--- config.mk ---
export PLATFORM = sky130hd
export DESIGN_NAME = uart_rx_port
export DESIGN_NICKNAME = d
export VERILOG_FILES = /design/src/rtl/m6502_io_pkg.sv /design/src/rtl/uart_rx_fifo.sv /design/src/rtl/uart_rx_port.sv
export SDC_FILE = /design/constraint.sdc
export NUM_CORES = 1
export LEC_CHECK = 0
export ABC_AREA = 0
export CORE_MARGIN = 3
export CORE_UTILIZATION = 35
export CTS_CLUSTER_DIAMETER = 40
export DETAILED_ROUTE_END_ITERATION = 12
export MAX_ROUTING_LAYER = met4
export PLACE_DENSITY = 0.56
export RECOVER_POWER = 25
export REMOVE_ABC_BUFFERS = 1
export SLEW_MARGIN = 20
export SYNTH_ARGS = -nofsm -noshare
export SYNTH_HDL_FRONTEND = slang
export SYNTH_SLANG_ARGS = --single-unit
export TNS_END_PERCENT = 50
--- constraint.sdc ---
create_clock -name clock -period 3.65 [get_ports clock]
set_clock_uncertainty 0.05 [all_clocks]
set_input_delay 0.5475 -clock clock [delete_from_list [all_inputs] [get_ports clock]]
set_output_delay 0.5475 -clock clock [all_outputs]
set_load 0.01 [all_outputs]
--- src/rtl/m6502_io_pkg.sv ---
// Shared definitions for the M6502 memory-mapped serial receive port.
package m6502_io_pkg;

  // Register offsets relative to the port base address
  localparam int unsigned RX_DATA_OFS   = 0;
  localparam int unsigned RX_STATUS_OFS = 1;
  localparam int unsigned RX_COUNT_OFS  = 2;
  localparam int unsigned RX_NUM_REGS   = 3;

  // STATUS register bit positions
  localparam int unsigned ST_AVAIL   = 0;
  localparam int unsigned ST_FULL    = 1;
  localparam int unsigned ST_OVERRUN = 2;
  localparam int unsigned ST_FRAME   = 3;

  // Receive FSM states
  typedef enum logic [2:0] {
    RX_IDLE  = 3'd0,
    RX_START = 3'd1,
    RX_DATA  = 3'd2,
    RX_STOP  = 3'd3,
    RX_BREAK = 3'd4
  } rx_state_t;

  // STATUS register image as seen on the CPU data bus (bit 0 = avail)
  typedef struct packed {
    logic [3:0] rsvd;
    logic       frame_err;
    logic       overrun;
    logic       full;
    logic       avail;
  } rx_status_t;

endpackage : m6502_io_pkg

--- src/rtl/uart_rx_fifo.sv ---
// Small synchronous FIFO holding received bytes; a pop in the same cycle as
// a push into a full FIFO frees the slot, so the push is accepted.
module uart_rx_fifo #(
  parameter int unsigned WIDTH   = 8,
  parameter int unsigned FIFO_AW = 2
) (
  input  logic               clock,
  input  logic               reset,
  input  logic               push,
  input  logic [WIDTH-1:0]   push_data,
  input  logic               pop,
  output logic [WIDTH-1:0]   head,
  output logic               full,
  output logic               empty,
  output logic [FIFO_AW:0]   count,
  output logic               drop_c
);

  localparam int unsigned DEPTH = 1 << FIFO_AW;
  localparam int unsigned CW    = FIFO_AW + 1;

  logic [WIDTH-1:0]   mem [DEPTH];
  logic [FIFO_AW-1:0] wr_ptr;
  logic [FIFO_AW-1:0] rd_ptr;
  logic               do_pop_c;
  logic               do_push_c;
  logic [CW-1:0]      count_nxt_c;

  assign do_pop_c  = pop && !empty;
  assign do_push_c = push && (!full || do_pop_c);
  assign drop_c    = push && !do_push_c;
  assign head      = mem[rd_ptr];

  // Next occupancy from the accepted push/pop pair
  always_comb begin
    count_nxt_c = count;
    if (do_push_c && !do_pop_c) begin
      count_nxt_c = count + CW'(1);
    end else if (do_pop_c && !do_push_c) begin
      count_nxt_c = count - CW'(1);
    end
  end

  // Pointers, occupancy and registered full/empty flags
  always_ff @(posedge clock or negedge reset) begin
    if (!reset) begin
      wr_ptr <= '0;
      rd_ptr <= '0;
      count  <= '0;
      full   <= 1'b0;
      empty  <= 1'b1;
    end else begin
      if (do_push_c) begin
        wr_ptr <= wr_ptr + FIFO_AW'(1);
      end
      if (do_pop_c) begin
        rd_ptr <= rd_ptr + FIFO_AW'(1);
      end
      count <= count_nxt_c;
      full  <= (count_nxt_c == CW'(DEPTH));
      empty <= (count_nxt_c == '0);
    end
  end

  // Storage array, written only on an accepted push
  always_ff @(posedge clock) begin
    if (do_push_c) begin
      mem[wr_ptr] <= push_data;
    end
  end

endmodule : uart_rx_fifo

--- src/rtl/uart_rx_port.sv ---
// 8N1 serial receiver with a byte FIFO and a three-register CPU bus window
// (RXDATA, STATUS, COUNT) for the M6502 console input path.
module uart_rx_port
  import m6502_io_pkg::*;
#(
  parameter logic [15:0] BASE_ADDR    = 16'hf018,
  parameter int unsigned CLKS_PER_BIT = 16,
  parameter int unsigned FIFO_AW      = 2
) (
  input  logic        clock,
  input  logic        reset,
  input  logic        rx,
  input  logic [15:0] address,
  input  logic        write_en,
  input  logic [7:0]  data_in,
  output logic [7:0]  data_out,
  output logic        hit,
  output logic        irq
);

  localparam int unsigned CNT_W = $clog2(CLKS_PER_BIT);
  localparam logic [CNT_W-1:0] HALF_RELOAD = CNT_W'(CLKS_PER_BIT / 2 - 1);
  localparam logic [CNT_W-1:0] FULL_RELOAD = CNT_W'(CLKS_PER_BIT - 1);

  // Synchronizer and receive datapath
  logic             rx_meta;
  logic             rxs;
  rx_state_t        state;
  logic [CNT_W-1:0] bit_cnt;
  logic [2:0]       bit_idx;
  logic [7:0]       shift_q;
  logic             expiry_c;
  logic             push_c;
  logic             frame_set_c;

  // FIFO interface
  logic [7:0]       fifo_head;
  logic             fifo_full;
  logic             fifo_empty;
  logic [FIFO_AW:0] fifo_count;
  logic             drop_c;

  // Sticky error flags
  logic             overrun;
  logic             frame_err;

  // Bus decode
  logic [15:0]      offset_c;
  logic             wr_data_c;
  logic             wr_status_c;
  logic             pop_c;
  logic [7:0]       rd_data_c;
  rx_status_t       status_c;
  logic             unused_data_bits;

  assign unused_data_bits = ^{data_in[7:4], data_in[1:0]};

  // Two-flop synchronizer for the asynchronous serial line
  always_ff @(posedge clock or negedge reset) begin
    if (!reset) begin
      rx_meta <= 1'b1;
      rxs     <= 1'b1;
    end else begin
      rx_meta <= rx;
      rxs     <= rx_meta;
    end
  end

  assign expiry_c    = (bit_cnt == '0);
  assign push_c      = (state == RX_STOP) && expiry_c && rxs;
  assign frame_set_c = (state == RX_STOP) && expiry_c && !rxs;

  // Receive FSM: start detect, mid-bit sampling, stop check, break hold-off
  always_ff @(posedge clock or negedge reset) begin
    if (!reset) begin
      state   <= RX_IDLE;
      bit_cnt <= '0;
      bit_idx <= '0;
      shift_q <= '0;
    end else begin
      case (state)
        RX_IDLE: begin
          if (!rxs) begin
            bit_cnt <= HALF_RELOAD;
            state   <= RX_START;
          end
        end
        RX_START: begin
          if (expiry_c) begin
            if (rxs) begin
              state <= RX_IDLE;
            end else begin
              bit_cnt <= FULL_RELOAD;
              bit_idx <= '0;
              state   <= RX_DATA;
            end
          end else begin
            bit_cnt <= bit_cnt - CNT_W'(1);
          end
        end
        RX_DATA: begin
          if (expiry_c) begin
            shift_q <= {rxs, shift_q[7:1]};
            bit_cnt <= FULL_RELOAD;
            if (bit_idx == 3'd7) begin
              state <= RX_STOP;
            end else begin
              bit_idx <= bit_idx + 3'd1;
            end
          end else begin
            bit_cnt <= bit_cnt - CNT_W'(1);
          end
        end
        RX_STOP: begin
          if (expiry_c) begin
            state <= rxs ? RX_IDLE : RX_BREAK;
          end else begin
            bit_cnt <= bit_cnt - CNT_W'(1);
          end
        end
        RX_BREAK: begin
          if (rxs) begin
            state <= RX_IDLE;
          end
        end
        default: begin
          state <= RX_IDLE;
        end
      endcase
    end
  end

  uart_rx_fifo #(
    .WIDTH   (8),
    .FIFO_AW (FIFO_AW)
  ) u_fifo (
    .clock     (clock),
    .reset     (reset),
    .push      (push_c),
    .push_data (shift_q),
    .pop       (pop_c),
    .head      (fifo_head),
    .full      (fifo_full),
    .empty     (fifo_empty),
    .count     (fifo_count),
    .drop_c    (drop_c)
  );

  assign offset_c    = address - BASE_ADDR;
  assign hit         = (offset_c < 16'(RX_NUM_REGS));
  assign wr_data_c   = write_en && (offset_c == 16'(RX_DATA_OFS));
  assign wr_status_c = write_en && (offset_c == 16'(RX_STATUS_OFS));
  assign pop_c       = wr_data_c;

  // Sticky error flags; a new error in the same cycle as a clear wins
  always_ff @(posedge clock or negedge reset) begin
    if (!reset) begin
      overrun   <= 1'b0;
      frame_err <= 1'b0;
    end else begin
      overrun   <= (overrun   && !(wr_status_c && data_in[ST_OVERRUN])) || drop_c;
      frame_err <= (frame_err && !(wr_status_c && data_in[ST_FRAME]))   || frame_set_c;
    end
  end

  // STATUS image and read-data mux
  always_comb begin
    status_c           = '0;
    status_c.avail     = !fifo_empty;
    status_c.full      = fifo_full;
    status_c.overrun   = overrun;
    status_c.frame_err = frame_err;
    rd_data_c          = 8'h00;
    case (offset_c)
      16'(RX_DATA_OFS):   rd_data_c = fifo_empty ? 8'h00 : fifo_head;
      16'(RX_STATUS_OFS): rd_data_c = status_c;
      16'(RX_COUNT_OFS):  rd_data_c = 8'(fifo_count);
      default:            rd_data_c = 8'h00;
    endcase
  end

  assign data_out = (hit && !write_en) ? rd_data_c : 8'h00;
  assign irq      = !fifo_empty;

endmodule : uart_rx_port

## After elaboration in Yosys (flattened, before gate mapping)

Memory sizes are Yosys's and may differ from the RTL's.
Cells that the tools add are included.

| cells by class | value |
|---|---|
| add/sub/neg operators | 7 |
| $lt $le $gt $ge | 1 |
| equality and inequality tests | 18 |
| mux-type cells | 27 |
| reductions and logical operators | 36 |

Operators with widths:

| cell | count |
|---|---|
| 2-to-1 mux 3 bit | 13 |
| case mux 8 bit (3 select lines) | 1 |
| 2-to-1 mux 4 bit | 5 |
| inequality test 2 bit, second input constant | 9 |
| equality test 16 x 1 -> 1 bit, second input constant | 1 |
| equality test 16 x 2 -> 1 bit, second input constant | 1 |
| zero test 16 bit | 1 |
| < comparator 16 x 2 -> 1 bit, second input constant | 1 |
| 2-to-1 mux 8 bit | 2 |
| case mux 4 bit (4 select lines) | 1 |
| subtractor 16 bit, second input constant | 1 |
| logical AND 1 bit | 15 |
| case mux 3 bit (5 select lines) | 1 |
| equality test 3 bit, second input constant | 3 |
| zero test 1 bit | 8 |
| adder 3 x 1 -> 3 bit, second input constant | 2 |
| equality test 3 x 2 -> 1 bit, second input constant | 2 |
| zero test 3 bit | 2 |
| case mux 3 bit (2 select lines) | 1 |
| AND reduction 6 bit | 1 |
| AND reduction 5 bit | 1 |
| adder 2 x 1 -> 2 bit, second input constant | 2 |
| zero test 4 bit | 1 |
| AND reduction 4 bit | 1 |
| other kinds (10) | 13 |

| storage, ports and cells | value |
|---|---|
| flip-flop bits (word level) | 31 |
| bits in writable memories | 32 |
| input port bits | 28 |
| memories kept | 1 |

Memories:

| name | words | width | read ports | clocked after memory_dff | wr ports | RTL line | RTL |
|---|---|---|---|---|---|---|---|
| u_fifo.mem | 4 | 8 | 1 | 0 | 1 | uart_rx_fifo.sv:22 | `logic [WIDTH-1:0] mem [DEPTH];` |

## Depth between registers and ports, before layout

Gate-level depths: netlist (run 1).

| logic depth | value |
|---|---|
| word-level depth | 11 |
| gate-level depth with buffers | 11 |
| mapped depth without buffers | 10 |

## By module

From an unflattened synthesis (run 1), not the netlist that was laid out.

| second synthesis, totals | value |
|---|---|
| cells, all modules | 227 |
| area total of the unflattened synthesis | 3014.1 um2 |

Modules (own cells, without submodules):

| module | times used | cells an instance | area each (um2) | seq. area each (um2) |
|---|---|---|---|---|
| uart_rx_fifo | 1 | 93 | 1729.2 | 1187.4 |
| uart_rx_port | 1 | 134 | 1285.0 | 553.0 |

## Worst setup path before layout (run 1)

OpenSTA, ideal clock, no wires.

| timing | value |
|---|---|
| path type | input to output |
| from | input port address[3] |
| to | output port data_out[4] |
| arrival time | 2.524 ns |
| required time | 3.053 ns |
| path slack | 0.529 ns |
| cell stages on the path | 7 |
| cells stage by stage | ha_1 -> or4b_2 -> nor3_1 -> o2111ai_1 -> a21o_1 -> nor3b_1 -> and2_1 |

| on the way | value |
|---|---|
| cells in the longest elaborated chain, start to end | 4 |

RTL lines:

| item | RTL line | RTL |
|---|---|---|
| start: declaration | uart_rx_port.sv:13 | `input logic [15:0] address,` |
| subtractor 16 bit (*) | uart_rx_port.sv:149 | `assign offset_c = address - BASE_ADDR;` |
| < comparator 16 x 2 -> 1 bit (tied with other cells) | uart_rx_port.sv:150 | `assign hit = (offset_c < 16'(RX_NUM_REGS));` |
| logical AND 1 bit or case mux 8 bit (3 select lines) (tied branches) | uart_rx_port.sv:182, uart_rx_port.sv:174 |  |
| 2-to-1 mux 8 bit (*) | uart_rx_port.sv:182 | `assign data_out = (hit && !write_en) ? rd_data_c : 8'h00;` |
| end: declaration | uart_rx_port.sv:16 | `output logic [7:0] data_out,` |

Every way passes the cells marked *; elsewhere a longest branch is shown, timed or not.

## Final worst setup path (run 1)

| timing | value |
|---|---|
| from | input port address[4] |
| to | output port hit |

| on the way | value |
|---|---|
| cells in the longest elaborated chain, start to end | 2 |

RTL lines:

| item | RTL line | RTL |
|---|---|---|
| subtractor 16 bit | uart_rx_port.sv:149 |  |
| < comparator 16 x 2 -> 1 bit | uart_rx_port.sv:150 |  |
| end: declaration | uart_rx_port.sv:17 | `output logic hit,` |

Every way passes these cells.

==> impl_metrics.json, run 1 <==
{
  "synth_common_cells": "edfxtp_1, dfrtp_1, nor2_1",
  "clk_path_buf_depth": 2,
  "slowest_delay_ns": 0.55,
  "crit_fanout": 7,
  "core-area_um2": 8300,
  "critical_path_required_ns": 3.05,
  "arrival_ns": 2.94,
  "yosys-top-cells-area": "edfxtp_1, dfrtp_1, mux4_2, ha_1, mux2_2",
  "clock.fmax_ghz": 0.282,
  "setup_violations": 0,
  "initial_core_util_pct": 36.3,
  "die_area_um2": 9760,
  "vias_per_cell": 4.95,
  "rows": 33,
  "grt_max_degree": 32,
  "synth_top_area_share_pct": 31.9,
  "drive_gt1_share_pct": 27.6,
  "grt_overflow": 0,
  "post_drt_wl_per_cell_um": 14.8,
  "path_class": "in -> out",
  "grt_pass1_wl_um": 9740,
  "synth_area_per_cell_um2": 12.9,
  "synth_area_um2": 3010,
  "drtAntennaViolNets": 0,
  "io_pins": 38,
  "ys_seq_elements": 63,
  "diodes": 0,
  "startpoint_type": "input port",
  "cp_slowest_cell": "or4b_4",
  "cts.clk_slew.worst_paths_ns": 0.06,
  "ir_drop_mv": 0.264,
  "clock_sinks": 63,
  "seq_area_um2": 1740,
  "worstPathCellList": "clkdlybuf4s50_1 -> ha_1 -> or4b_4 -> nor3_4 -> o2111ai_2 -> a21o_1 -> buf_4 -> a21oi_1 -> dlygate4sd2_1",
  "status": "finished clean",
  "numCtsBuffers": 9,
  "drt_wl_total_um": 5930,
  "setup-tns-final_ns": 0,
  "synthArstFlopShare_pct": 49.2,
  "yosysTopAreaCell": "edfxtp_1",
  "cts_tree": "built",
  "h-tree-depth": 3,
  "yosysWarningCount": 0,
  "synth_edf_count": 32,
  "drt_iter0_markers": 113,
  "cp-end-kind": "primary output",
  "gp_congestion": 0.781,
  "antenna_found_initial": 0,
  "drc": 0,
  "die_h_um": 98.8,
  "power_density_nw_per_um2": 463,
  "track_usage_pct": 13.2,
  "portBuffers": 31,
  "synth_most_common_cell": "edfxtp_1",
  "num-nets-final": 330,
  "dr.pass1.iters": 4,
  "ys_types": 53,
  "multi_input_area_um2": 1240,
  "worst_slew_pin_slew_ns": 0.600,
  "final_cells": 402,
  "synthCells": 233,
  "finalCritPeriodShare_pct": 97.0,
  "synth-main-ff-cell": "edfxtp_1",
  "power.leakage_nw": 1.49,
  "dpl.hpwl_um": 4170,
  "worst_hold_slack_ns": 0.309,
  "vias": 1988,
  "yosysSeqAreaShare_pct": 57.8,
  "ctsHoldBuffers": 0,
  "fill_cells": 761,
  "clock_latency_ns": 0.33,
  "period_minus_slack_ns": 3.54,
  "grt_pass1_vias": 1942,
  "area_growth_pct": 27.4,
  "hold_viol": 0,
  "hold_class": "reg -> reg",
  "cts_root_buf": "clkbuf_8",
  "maxCapViolations": 0,
  "drv_slew": 0,
  "die_width_um": 98.8,
  "slew_headroom_pct": 60.0,
  "placed_cells": 386,
  "rsz0062_at_grt": "false"
}
-- state kept, by name (all words and copies together) (netlist names) --
| name | flops |
|---|---|
| rxs | 1 |
| frame_err | 1 |
| bit_idx | 3 |
| u_fifo.empty | 1 |
| bit_cnt | 4 |
| shift_q | 8 |
| u_fifo.full | 1 |
| u_fifo.rd_ptr | 2 |
| rx_meta | 1 |
| u_fifo.wr_ptr | 2 |
| state | 3 |
| overrun | 1 |
| u_fifo.count | 3 |
| u_fifo.mem | 32 |
-- repair_timing --
| item | CTS | global route |
|---|---|---|
| gates resized for setup | 37 | 4 |
| endpoints found under the setup margin | 9 | 9 |
| setup buffers | 0 | 0 |
| pin swaps | 0 | 2 |
-- layer usage --
layer,track usage (%),vias to the layer above,wire [µm]
met1,17.1,957,2780
met4,5.99,0,44
met2,20.0,39,2860
met3,2.83,4,246
li1,-,988,-
met5,-,-,0
-- cell type report --
cell class                      count  area share (%)
Clock inverter                      5            1.27
Sequential cell                    63            45.3
Multi-Input combinational cell    152            32.4
Timing Repair Buffer               56            13.2
Clock buffer                       11            3.42
Inverter                           10           0.978
Tap cell                          105            3.42
-- where the power goes --
| group | leakage (nW) | switching, W | internal (W) |
|---|---|---|---|
| sequential | 0.678 | 0.0000882 | 0.000816 |
| combinational | 0.720 | 0.000158 | 0.000160 |
| clock | 0.0945 | 0.000245 | 0.000310 |
-- cell families after synthesis --
logic type	Yosys count	share of synthesized area (%)
multiplexers	19	10.0
buffers and inverters	18	2.37
XOR/XNOR	8	2.57
AND/OR/NAND/NOR	69	12.5
AO/OA/AOI/OAI	46	10.6
adder cells (fa/ha/maj)	10	4.15
flip-flops	63	57.8
-- final timing paths --
path / from / to / slack, ns / cells past startpoint
worst min-delay path: rx_meta / rxs / 0.31 / 0
min in group asynchronous: reset / u_fifo.count[1] / 0.57 / 2
worst max register to register: bit_cnt[0] / u_fifo.mem[0][6] / 1.36 / 9
worst max-delay path: address[4] / hit / 0.11 / 9
worst min register to register: rx_meta / rxs / 0.31 / 0
max in group asynchronous: reset / rxs / 2.65 / 2
-- through the flow --
stage	area [µm²]	util, %	setup WS, ns	power, W
5_1_grt	3840	46.3	0.0181	0.00189
3_3_place_gp	3650	43.9	-0.401	0.00123
3_5_place_dp	3650	43.9	-0.445	0.00124
4_1_cts	3820	46.0	-0.0333	0.00180
6_report	3840	46.3	0.109	0.00178
2_1_floorplan	2980	-	0.494	0.00112
-- cells in the final DEF (no fill, tap or decap), types with 3 or more instances in the layout --
| cell type | count |
|---|---|
| edfxtp_1 | 32 |
| dfrtp_1 | 28 |
| buf_4 | 22 |
| clkdlybuf4s50_1 | 20 |
| nor2_1 | 14 |
| nand2_1 | 13 |
| a21oi_1 | 10 |
| o21ai_0 | 10 |
| ha_1 | 10 |
| inv_1 | 9 |
| and2_1 | 9 |
| mux2_2 | 9 |
| clkbuf_8 | 9 |
| mux4_2 | 8 |
| xnor2_1 | 6 |
| nor3_1 | 6 |
| buf_2 | 6 |
| nand2b_1 | 4 |
| nand3_1 | 4 |
| nand3b_1 | 3 |
| o31ai_1 | 3 |
| a22oi_1 | 3 |
| a31oi_1 | 3 |
| clkinv_2 | 3 |
| buf_12 | 3 |
| dfstp_2 | 3 |
-- worst max-delay path, delay by kind of cell --
kind	cells	cell delay, ns
buffers and inverters	3	0.94
AND/OR/NAND/NOR	2	0.74
AO/OA/AOI/OAI	3	0.48
adder cells (fa/ha/maj)	1	0.23
Power figures use the tool's default switching activity.
==> inputs of run 2 (changes only) <==
--- a/config.mk
+++ b/config.mk
@@ -10,8 +10,9 @@
 export CORE_UTILIZATION = 35
 export CTS_CLUSTER_DIAMETER = 40
 export DETAILED_ROUTE_END_ITERATION = 12
-export MAX_ROUTING_LAYER = met4
-export PLACE_DENSITY = 0.56
+export DONT_BUFFER_PORTS = 1
+export GPL_TIMING_DRIVEN = 0
+export PLACE_DENSITY = 0.5
 export RECOVER_POWER = 25
 export REMOVE_ABC_BUFFERS = 1
 export SLEW_MARGIN = 20
==> run 2 against run 1 <==
Worst hold slack worse by 0.15 ns. Sequential cell count is the same. Critical path depth is 2 lower. Non-clock buffer count fell by 54. Global-route usage fell by 1.1 points. Combinational power fell by 14%. Die area unchanged. Worst setup slack better by 0.22 ns. First-iteration DRC count down 8.8%. Count of clock-buffer cells in the layout did not move. Sequential power about the same. Final cell count down 13%.
==> impl_metrics.json, run 2 (same netlist as run 1, synthesis figures left out) <==
{
  "finalCritPeriodShare_pct": 91.1,
  "power_density_nw_per_um2": 545,
  "post_drt_wl_per_cell_um": 15.8,
  "startpoint_type": "input port",
  "hold_viol": 0,
  "cp-end-kind": "primary output",
  "h-tree-depth": 3,
  "worst_slew_pin_slew_ns": 0.713,
  "crit_fanout": 8,
  "dr.pass1.iters": 4,
  "rows": 33,
  "clock_latency_ns": 0.33,
  "worstPathCellList": "ha_1 -> or4b_2 -> nor3_1 -> o2111ai_1 -> a21o_1 -> nor3b_2 -> and2_1",
  "hold_class": "in -> reg",
  "status": "finished clean",
  "drc": 0,
  "cts.clk_slew.worst_paths_ns": 0.06,
  "reg_top3": "u_fifo.mem x32, shift_q x8, bit_cnt x4",
  "slew_headroom_pct": 51.8,
  "die_h_um": 98.8,
  "cts_root_buf": "clkbuf_8",
  "slowest_delay_ns": 0.66,
  "drtAntennaViolNets": 0,
  "maxCapViolations": 0,
  "setup_violations": 0,
  "period_minus_slack_ns": 3.33,
  "ir_drop_mv": 0.202,
  "clk_path_buf_depth": 2,
  "power.leakage_nw": 1.24,
  "cts_tree": "built",
  "top_register": "u_fifo.mem",
  "setup_slack_ns": 0.324,
  "core-area_um2": 8300,
  "track_usage_pct": 12.1,
  "setup-tns-final_ns": 0,
  "vias_per_cell": 5.25,
  "final_common_cell": "edfxtp_1",
  "initial_core_util_pct": 36.3,
  "clock_sinks": 63,
  "antenna_found_initial": 0,
  "drv_slew": 0,
  "drt_wl_total_um": 5500,
  "gp_congestion": 0.725,
  "dpl.hpwl_um": 3720,
  "vias": 1826,
  "area_growth_pct": 11.5,
  "grt_pass1_vias": 1829,
  "mostFrequentLayoutCells": "edfxtp_1, dfrtp_1, nor2_1, nand2_1",
  "cp_slowest_cell": "or4b_2",
  "grt_overflow": 0,
  "numCtsBuffers": 9,
  "drive_gt1_share_pct": 18.5,
  "rsz0062_at_grt": "false",
  "clock.fmax_ghz": 0.301,
  "die_area_um2": 9760,
  "grt_pass1_wl_um": 9030,
  "drt_iter0_markers": 103,
  "path_class": "in -> out",
  "arrival_ns": 2.73,
  "place_ws_ns": -0.0605,
  "io_pins": 38,
  "die_width_um": 98.8,
  "largest_reg_flops": 32,
  "grt_max_degree": 32,
  "diodes": 0,
  "portBuffers": 0,
  "num-nets-final": 276,
  "placed_cells": 330,
  "final_cells": 348,
  "critical_path_required_ns": 3.05
}
-- run 2: cell types whose count changed in the layout (fill, tap and decap cells not counted), moves of 2 or more --
cell,delta
buf_2,-6
clkdlybuf4s50_1,-20
clkdlybuf4s15_2,-2
dlygate4sd2_1,-2
buf_12,-2
buf_4,-22
clkinv_2,-2
nor3_1,+2
-- run 2: final timing paths --
| check | startpoint | end | slack, ns | depth (start not counted) |
|---|---|---|---|---|
| max in group asynchronous | reset | rx_meta | 2.67 | 2 |
| setup / recovery | address[3] | data_out[4] | 0.32 | 7 |
| hold / removal | rx | rx_meta | 0.16 | 0 |
| hold reg to reg | rx_meta | rxs | 0.31 | 0 |
| setup reg to reg | bit_cnt[0] | u_fifo.mem[3][2] | 0.48 | 6 |
| min in group asynchronous | reset | u_fifo.count[0] | 0.64 | 2 |
-- run 2: report_power, final --
group	internal (W)	leakage, nW	switching, W	total [W]
clock network	0.000398	0.108	0.000252	0.000650
logic	0.000131	0.458	0.000143	0.000274
registers	0.000816	0.678	0.0000905	0.000907
-- run 2: stage by stage --
stage	total power, W	hold WS, ns	area, µm²	util [%]
global placement	0.00118	0.203	3110	37.5
CTS	0.00186	0.137	3350	40.4
detailed placement	0.00119	0.203	3110	37.5
finish	0.00183	0.163	3360	40.5
global route	0.00194	0.134	3360	40.5
floorplan	0.00112	0.202	2980	-
-- run 2: layout make-up --
cell class | count | area, µm²
clock inverter | 5 | 72.6
timing repair buffer | 2 | 30.0
sequential | 63 | 1740
fill | 786 | 4940
clock buffer | 11 | 141
tap | 105 | 131
inverter | 10 | 37.5
multi-input combinational | 152 | 1210
-- run 2: layer usage --
| metal | wire [µm] | vias to the layer above | global-route usage (%) |
|---|---|---|---|
| met5 | 0 | - | 0 |
| li1 | - | 884 | - |
| met1 | 2660 | 890 | 16.0 |
| met3 | 231 | 7 | 2.90 |
| met4 | 91 | 0 | 6.62 |
| met2 | 2520 | 45 | 18.3 |
-- run 2: repair_timing --
item	4_1_cts	5_1_grt
setup buffers	0	0
endpoints found under the setup margin	0	4
hold endpoints to repair	31	0
gates resized for setup	0	1
hold buffers	2	0
-- run 2: critical path: cells and delay by family --
kind                       cells  cell delay (ns)
and+or+nand+nor                4             1.40
AOI/OAI and AO/OA              2             0.52
adders and majority gates      1             0.26
==> inputs of run 3 (changes only) <==
--- a/config.mk
+++ b/config.mk
@@ -7,12 +7,12 @@
 export LEC_CHECK = 0
 export ABC_AREA = 0
 export CORE_MARGIN = 3
-export CORE_UTILIZATION = 35
+export CORE_UTILIZATION = 62
 export CTS_CLUSTER_DIAMETER = 40
 export DETAILED_ROUTE_END_ITERATION = 12
 export DONT_BUFFER_PORTS = 1
 export GPL_TIMING_DRIVEN = 0
-export PLACE_DENSITY = 0.5
+export PLACE_DENSITY = 0.79
 export RECOVER_POWER = 25
 export REMOVE_ABC_BUFFERS = 1
 export SLEW_MARGIN = 20
==> run 3 against run 2 <==
Sequential power hardly changed. Non-clock buffer count stayed put. Worst hold slack got worse by 0.010 ns. Global-route usage is 9.9 points higher. Clock power decreased by 3.4%. Design area down 1.8%. Via count increased by 2.6%. Combinational power rose by 5%.
==> impl_metrics.json, run 3 (same netlist as run 1, synthesis figures left out) <==
{
  "vias_per_cell": 6.08,
  "initial_core_util_pct": 66.4,
  "numCtsBuffers": 9,
  "grt_pass1_vias": 1866,
  "seqPwrFrac_pct": 49.7,
  "cp-endpoint": "data_out[4]",
  "track_usage_pct": 22.0,
  "worst_hold_slack_ns": 0.153,
  "io_pins": 38,
  "drv_slew": 0,
  "final_common_cell": "edfxtp_1",
  "final_util_pct": 72.8,
  "critical_path_required_ns": 3.05,
  "drc": 0,
  "grt_overflow": 0,
  "die_width_um": 75.7,
  "arrival_ns": 2.82,
  "rows": 24,
  "r2r_cells": 6,
  "fill_cells": 310,
  "r2r-start": "bit_cnt[0]",
  "worst-r2r-setup-slack_ns": 0.60,
  "drt_wl_total_um": 5450,
  "h-tree-depth": 3,
  "path_class": "in -> out",
  "largest_reg_flops": 32,
  "clk_path_buf_depth": 2,
  "power.total_w": 0.00182,
  "crit_fanout": 8,
  "worstReg2RegEnd": "u_fifo.mem[1][2]",
  "slew_headroom_pct": 48.2,
  "portBuffers": 0,
  "num-nets-final": 276,
  "dr.pass1.iters": 4,
  "clock_sinks": 63,
  "power.leakage_nw": 1.24,
  "clock.fmax_ghz": 0.292,
  "drive_gt1_share_pct": 18.1,
  "p_clk_share_pct": 34.5,
  "dpl.hpwl_um": 3770,
  "holdPathStages": 0,
  "hold_viol": 0,
  "grt_pass1_wl_um": 8870,
  "grt_max_degree": 32,
  "cts_root_buf": "clkbuf_8",
  "ir_drop_mv": 0.457,
  "setup_violations": 0,
  "hold_class": "in -> reg",
  "reg_top3": "u_fifo.mem x32, shift_q x8, bit_cnt x4",
  "cts_tree": "built",
  "gp_congestion": 0.825,
  "drt_iter0_markers": 143,
  "internal-power_w": 0.00133,
  "top_register": "u_fifo.mem",
  "startpoint_type": "input port",
  "worst_slew_pin_slew_ns": 0.766,
  "clock_latency_ns": 0.34,
  "cp-startpoint": "address[3]",
  "core-area_um2": 4530,
  "combPwrFrac_pct": 15.8,
  "die_h_um": 75.7,
  "power_density_nw_per_um2": 553,
  "switchingPower_w": 0.000495,
  "maxCapViolations": 0,
  "mostFrequentLayoutCells": "edfxtp_1, dfrtp_1, nor2_1, nand2_1",
  "post_drt_wl_per_cell_um": 17.7,
  "area_growth_pct": 9.51,
  "antenna_found_initial": 0,
  "vias": 1873,
  "drtAntennaViolNets": 0,
  "die_area_um2": 5730,
  "finalCritPeriodShare_pct": 93.7,
  "p_sw_share_pct": 27.1,
  "diodes": 0,
  "period_minus_slack_ns": 3.42,
  "cp-end-kind": "primary output",
  "rsz0062_at_grt": "false",
  "status": "finished clean",
  "cts.clk_slew.worst_paths_ns": 0.06
}
[run 3: cell counts in the layout (fill, tap and decap cells not counted)]
Identical to the previous run, type by type.
[run 3: power by group through the flow]
stage / Combinational, W / Clock, W / Sequential, W
finish: 0.000288 / 0.000628 / 0.000907
global route: 0.000341 / 0.000679 / 0.000918
CTS: 0.000290 / 0.000638 / 0.000905
detailed placement: 0.000273 / 0 / 0.000919
global placement: 0.000249 / 0 / 0.000908
floorplan: 0.000226 / 0 / 0.000894
[run 3: layout make-up]
cell class                      count  area [µm²]  share of cell area [%]
Sequential cell                    63        1740                    52.7
Clock buffer                       11         131                    3.98
Clock inverter                      5        72.6                    2.20
Tap cell                           65        81.3                    2.46
Timing Repair Buffer                2        30.0                   0.910
Multi-Input combinational cell    152        1210                    36.6
Inverter                           10        37.5                    1.14
[run 3: worst min path at each step]
stage                     start          to  slack [ns]
after floorplan           reset  bit_cnt[0]        0.20
after global placement    reset  bit_cnt[1]        0.20
after detailed placement  reset  bit_cnt[1]        0.20
after CTS                    rx     rx_meta        0.14
after global routing         rx     rx_meta        0.12
final                        rx     rx_meta        0.15
[run 3: critical path, stage by stage]
cell,delay [ns]
ha_1,0.27
or4b_2,0.68
nor3_1,0.17
o2111ai_1,0.23
a21o_1,0.31
nor3b_2,0.37
and2_1,0.24
[run 3: through the flow]
step | cell area [µm²] | std cells | TNS [ns] | worst slack, ns
2_1_floorplan | 2980 | 225 | 0 | 0.494
3_3_place_gp | 3060 | 290 | 0 | 0.0835
3_5_place_dp | 3060 | 290 | -0.128 | -0.0366
4_1_cts | 3300 | 308 | 0 | 0.205
5_1_grt | 3300 | 308 | 0 | 0.0853
6_report | 3300 | 308 | 0 | 0.231
[run 3: metal layers]
| layer | global-route usage (%) | vias to the layer above | part of all wire, % |
|---|---|---|---|
| met5 | 0 | - | 0 |
| met4 | 7.57 | 0 | 1.4 |
| met3 | 7.78 | 10 | 4.5 |
| met2 | 36.9 | 50 | 54 |
| met1 | 26.5 | 933 | 40 |
| li1 | - | 880 | - |
[run 3: what timing repair did]
action,CTS,global route
setup buffers,0,0
hold buffers,2,0
endpoints found under the hold margin,31,0
setup endpoints to repair,4,0
gates resized for setup,1,0
